===== config.mk =====
export PLATFORM = sky130hd
export DESIGN_NAME = mul_div_unit
export DESIGN_NICKNAME = d
export VERILOG_FILES = /design/src/rtl/mul_div_unit.sv
export SDC_FILE = /design/constraint.sdc
export NUM_CORES = 2
export LEC_CHECK = 0
export CAP_MARGIN = 40
export CORE_UTILIZATION = 30
export CTS_CLUSTER_SIZE = 16
export DETAILED_ROUTE_END_ITERATION = 6
export GPL_ROUTABILITY_DRIVEN = 0
export PLACE_DENSITY = 0.46
export SLEW_MARGIN = 10
export SYNTH_ARGS = -nofsm -noshare
export SYNTH_HDL_FRONTEND = slang
export SYNTH_SLANG_ARGS = --single-unit

===== constraint.sdc =====
create_clock -name clk -period 23.4 [get_ports clk]
set_clock_uncertainty 0.05 [all_clocks]
set_input_delay 7.02 -clock clk [delete_from_list [all_inputs] [get_ports clk]]
set_output_delay 7.02 -clock clk [all_outputs]
set_load 0.05 [all_outputs]

===== src/rtl/mul_div_unit.sv =====
// HI/LO multiply/divide unit beside EXE: pipelined MULT/MULTU, 32-step restoring DIV/DIVU, MTHI/MTLO, MFHI/MFLO.
// Holds EXE via md_stall_o until the op reaches DONE; a WB flush aborts the op and leaves HI/LO untouched.
module mul_div_unit #(
   parameter int          MUL_LAT   = 1,
   parameter logic [31:0] HILO_INIT = 32'h0000_0000
) (
   input  logic        clk,
   input  logic        rst_n,
   input  logic        exe_valid_in,
   input  logic        exe_advance_in,
   input  logic [31:0] exe_in0_in,
   input  logic [31:0] exe_in1_in,
   input  logic [5:0]  exe_mult_div_op_in,
   input  logic        exe_read_request_in,
   input  logic        exe_read_hi_in,
   input  logic        wb_ClrStpJmp_in,
   output logic        md_stall_out,
   output logic [31:0] md_rdata_out,
   output logic        md_busy_out
);

   typedef enum logic [1:0] {S_IDLE, S_MUL, S_DIV, S_DONE} state_e;

   state_e      state_q, state_d;
   logic [31:0] hi_q, hi_d, lo_q, lo_d;
   logic [31:0] a_q, a_d;      // multiplicand, or dividend magnitude shifting into quotient
   logic [31:0] b_q, b_d;      // multiplier, or divisor magnitude
   logic [31:0] rem_q, rem_d;
   logic [4:0]  cnt_q, cnt_d;
   logic        sgn_q, sgn_d, qneg_q, qneg_d, rneg_q, rneg_d;

   logic        md_op, start;
   logic [33:0] trial;
   logic        ge;
   logic [31:0] rem_nx, quo_nx;
   logic signed [65:0] prod;
   logic        unused_ok;

   assign md_op = |exe_mult_div_op_in[3:0];
   assign start = exe_valid_in & md_op & (state_q == S_IDLE) & !wb_ClrStpJmp_in;

   // 34-bit trial keeps the borrow bit meaningful even when the shifted remainder exceeds 32 bits.
   assign trial  = {1'b0, rem_q, a_q[31]} - {2'b00, b_q};
   assign ge     = !trial[33];
   assign rem_nx = ge ? trial[31:0] : {rem_q[30:0], a_q[31]};
   assign quo_nx = {a_q[30:0], ge};
   assign prod   = $signed({sgn_q & a_q[31], a_q}) * $signed({sgn_q & b_q[31], b_q});

   always_comb begin
      state_d = state_q;
      hi_d    = hi_q;
      lo_d    = lo_q;
      a_d     = a_q;
      b_d     = b_q;
      rem_d   = rem_q;
      cnt_d   = cnt_q;
      sgn_d   = sgn_q;
      qneg_d  = qneg_q;
      rneg_d  = rneg_q;
      case (state_q)
         S_IDLE: begin
            if (start) begin
               cnt_d = '0;
               rem_d = '0;
               if (exe_mult_div_op_in[3] | exe_mult_div_op_in[2]) begin
                  state_d = S_MUL;
                  sgn_d   = exe_mult_div_op_in[3];
                  a_d     = exe_in0_in;
                  b_d     = exe_in1_in;
               end else begin
                  state_d = S_DIV;
                  qneg_d  = exe_mult_div_op_in[1] & (exe_in0_in[31] ^ exe_in1_in[31]);
                  rneg_d  = exe_mult_div_op_in[1] & exe_in0_in[31];
                  a_d     = (exe_mult_div_op_in[1] & exe_in0_in[31]) ? -exe_in0_in : exe_in0_in;
                  b_d     = (exe_mult_div_op_in[1] & exe_in1_in[31]) ? -exe_in1_in : exe_in1_in;
               end
            end
            if (exe_valid_in & !wb_ClrStpJmp_in) begin
               if (exe_mult_div_op_in[5]) hi_d = exe_in0_in;
               if (exe_mult_div_op_in[4]) lo_d = exe_in0_in;
            end
         end
         S_MUL: begin
            if (cnt_q == 5'(MUL_LAT - 1)) begin
               hi_d    = prod[63:32];
               lo_d    = prod[31:0];
               cnt_d   = '0;
               state_d = S_DONE;
            end else begin
               cnt_d = cnt_q + 5'd1;
            end
         end
         S_DIV: begin
            if (b_q == '0) begin
               state_d = S_DONE;
            end else begin
               a_d   = quo_nx;
               rem_d = rem_nx;
               cnt_d = cnt_q + 5'd1;
               if (cnt_q == 5'd31) begin
                  lo_d    = qneg_q ? -quo_nx : quo_nx;
                  hi_d    = rneg_q ? -rem_nx : rem_nx;
                  cnt_d   = '0;
                  state_d = S_DONE;
               end
            end
         end
         S_DONE: begin
            if (exe_advance_in) state_d = S_IDLE;
         end
         default: state_d = S_IDLE;
      endcase
      if (wb_ClrStpJmp_in) begin
         state_d = S_IDLE;
         cnt_d   = '0;
         hi_d    = hi_q;
         lo_d    = lo_q;
      end
   end

   always_ff @(posedge clk or negedge rst_n) begin
      if (!rst_n) begin
         state_q <= S_IDLE;
         hi_q    <= HILO_INIT;
         lo_q    <= HILO_INIT;
         a_q     <= '0;
         b_q     <= '0;
         rem_q   <= '0;
         cnt_q   <= '0;
         sgn_q   <= 1'b0;
         qneg_q  <= 1'b0;
         rneg_q  <= 1'b0;
      end else begin
         state_q <= state_d;
         hi_q    <= hi_d;
         lo_q    <= lo_d;
         a_q     <= a_d;
         b_q     <= b_d;
         rem_q   <= rem_d;
         cnt_q   <= cnt_d;
         sgn_q   <= sgn_d;
         qneg_q  <= qneg_d;
         rneg_q  <= rneg_d;
      end
   end

   assign md_stall_out = exe_valid_in & md_op & (state_q != S_DONE) & !wb_ClrStpJmp_in;
   assign md_busy_out  = (state_q == S_MUL) | (state_q == S_DIV);
   assign md_rdata_out = exe_read_hi_in ? hi_q : lo_q;

   // The read request only selects the EXE result mux outside this block.
   assign unused_ok = ^{exe_read_request_in, prod[65:64]};

endmodule


==> impl_results.md <==
- Largest family of logic cells by synthesized area: adder cells
- Share of layout cells above drive strength 1: 3.85%
- Post-synth EDFFs: 0
- Syn_area_per_cell: 8.70 µm²
- DP HPWL: 138000 µm
- Synth Area in XOR/XNOR: 3.60%
- Largest net degree at the start of global routing: 73
- Initial antenna violation count: 8
- Cell mode on critical path: clkdlybuf4s50_1
- CTS tree: done
- Synth cell count leaders: inv_1, fa_1, nand2_1
- Synth Area in Adders: 50.4%
- Post_cts resized: 0
- F_max: around 0.061 GHz
- Rel. slew slack: 32.7%
- Unrepaired setup endpoints after global routing: no
- Cts hold-fix bufs: 0
- Distinct cells, synth: between 80 and 90
- Iteration-0 DRC Markers: 2645
- Final hold violation count: 0
- Period utilization: 69.6%
- Slowest CP cell: o41ai_1
- Synth warn: 0
- Slowest stage delay, CP: approximately 820 ps
- Critical path class: in -> out
- Most common cell in the synthesized netlist: inv_1
- Worst hold path class: reg -> reg
- TNS Setup: 0 ps
- Area delta synth->final: 8.03%
- Clock Tree Root: clkbuf_16
- Worst Path Max Fanout: 5
- Startpoint type of the worst setup path: input port
- CORE AREA: 169000 µm²
- Wirelength per Cell: 21.7 µm
- FFs w/ async S/R, synth: 100%
- Cell area after synthesis: between 50000 and 60000 µm²
- DR DRC count: 0
- Post-route ant nets: 0
- Clk buf depth: 2
- Clk_lat worst skew: 520 ps
- CP Data Arrival Time: 9230 ps
- Least-Margin Pin Slew: 1010 ps
- Total track usage: approximately a fifth
- Setup fix buffers added after clock tree synthesis: 0
- Reg clk slew, reported paths: 70 ps
- Die area: ~170000 µm²
- Outcome: finished, final reports clean
- Top_reg_cell synth: dfrtp_1
- Area leader, netlist: fa_1
- Synth top area share: approximately 44%
- Final layout net count: 7206
- Synth Area in Compound Gates: 9.12%
- DR vias/cell: 4.96
- Crit. End Element: primary output
- First-pass GRT wire length: about 270000 µm
- Final setup violation count: 0
- Gr ovfl total: 0
- Synth area leaders: fa_1, inv_1, dfrtp_1
- Die H: around 410 µm
- Syn_nets: 7332
- Rows: 151
- Post-synthesis mux area share: 1.24%
- Total Wirelength: 173000 µm
- Maxcap violations: 0
- Yosys reg bits: 170
- Top Family by Delay on Critical Path: buffers and inverters
- DIE WIDTH: 415 µm
- CP bufs+invs: 2
- Total iterations of the first detailed-routing run: 7
- Routed via count: 39608
- Post-Synthesis Cells: roughly 6000
- Clock sink count: 170
- CP Cell Sequence: clkdlybuf4s50_1 > o41ai_1 > nor3_1 > clkdlybuf4s50_1
- Synth Area in Simple Gates: 15.8%
- WP data required: 16330 ps
- Vias in the first global route: ~42000
- Register area share after synthesis: 8.32%
- Final Max Slew Viols: 0
- # IOs: 111
- Initial Util: 30.2%
- CTS H-tree lvls: 4
- PortBufs: 109
- Min Clock Period, post-route: 16300 ps
- Total CTS buffers: 17
[tightest hold or removal path: stages (launching register included)]
cell	delay, ps
dfrtp_1	340
nand2_1	50
o31ai_1	50
[layer usage]
metal / vias to the layer above / track usage (%) / wire [µm]
met5: - / 0 / 0
met4: 0 / 5.53 / 4310
met3: 164 / 1.54 / 6500
met2: 912 / 35.8 / 87400
met1: 20966 / 27.2 / 75300
li1: 17566 / - / -
[final timing paths]
check	end	depth (start not counted)	slack, ps	from
min reg2reg	hi_q[21]	2	430	hi_q[21]
max reg2reg	hi_q[18]	28	13170	b_q[3]
min	hi_q[21]	2	430	hi_q[21]
max	md_stall_out	4	7100	exe_mult_div_op_in[1]
max in group asynchronous	a_q[22]	3	15710	rst_n
min in group asynchronous	cnt_q[4]	1	6450	rst_n
[layout by cell type, fill, tap and decap left out, types with 13 or more instances in the layout]
| cell | instances |
|---|---|
| clkdlybuf4s50_1 | 108 |
| and3_1 | 33 |
| xnor2_1 | 135 |
| inv_1 | 1194 |
| nor2_1 | 256 |
| nand2b_1 | 16 |
| nand4_1 | 16 |
| a21o_1 | 58 |
| nor4_1 | 33 |
| a221oi_1 | 50 |
| dfrtp_1 | 163 |
| fa_1 | 1126 |
| a211oi_1 | 21 |
| xor2_1 | 75 |
| or2_2 | 13 |
| nand3_1 | 33 |
| mux2_2 | 34 |
| a21oi_1 | 197 |
| buf_4 | 99 |
| clkbuf_16 | 17 |
| nor3_1 | 37 |
| ha_1 | 254 |
| o21bai_1 | 15 |
| mux2i_1 | 22 |
| and2_1 | 328 |
| o31ai_1 | 68 |
| nand2_1 | 946 |
| o21ai_0 | 176 |
| a31oi_1 | 14 |
[registers in the layout, summed over array words and instances (netlist names)]
register / flops
state_q: 2
b_q: 32
rneg_q: 1
hi_q: 32
a_q: 32
lo_q: 32
rem_q: 32
sgn_q: 1
qneg_q: 1
cnt_q: 5
[logic make-up (layout without fill, tap and decap cells)]
family                     count (synthesis)  after routing
other                                      0              9
buffers and inverters                   1558           1445
and+or+nand+nor                         1772           1772
muxes                                     58             58
AOI/OAI and AO/OA                        721            721
xor gates and xnor gates                 210            210
adders and majority gates               1383           1383
DFF                                      170            170
[area by class of cell]
cell class,count,area (µm²)
timing repair buffer,218,2020
fill,17918,114000
clock inverter,15,204
inverter,1195,4490
sequential,170,4260
multi-input combinational,4144,41000
antenna,9,22.5
clock buffer,17,425
tap,2218,2780
[through the flow]
step | hold WS (ps) | utilization (%) | cell area (µm²) | worst slack, ps | cells
after detailed placement | 422 | 32.2 | 54600 | 7130 | 7945
after global routing | 460 | 32.6 | 55200 | 7000 | 7978
after CTS | 438 | 32.6 | 55200 | 7130 | 7977
final | 430 | 32.6 | 55200 | 7100 | 7986
after floorplan | 393 | - | 51100 | 8020 | 5872
after global placement | 420 | 32.1 | 54400 | 7210 | 7935
Power is not shown: default switching activity piles up to over one toggle a cycle in this logic, so the estimate is an artifact.
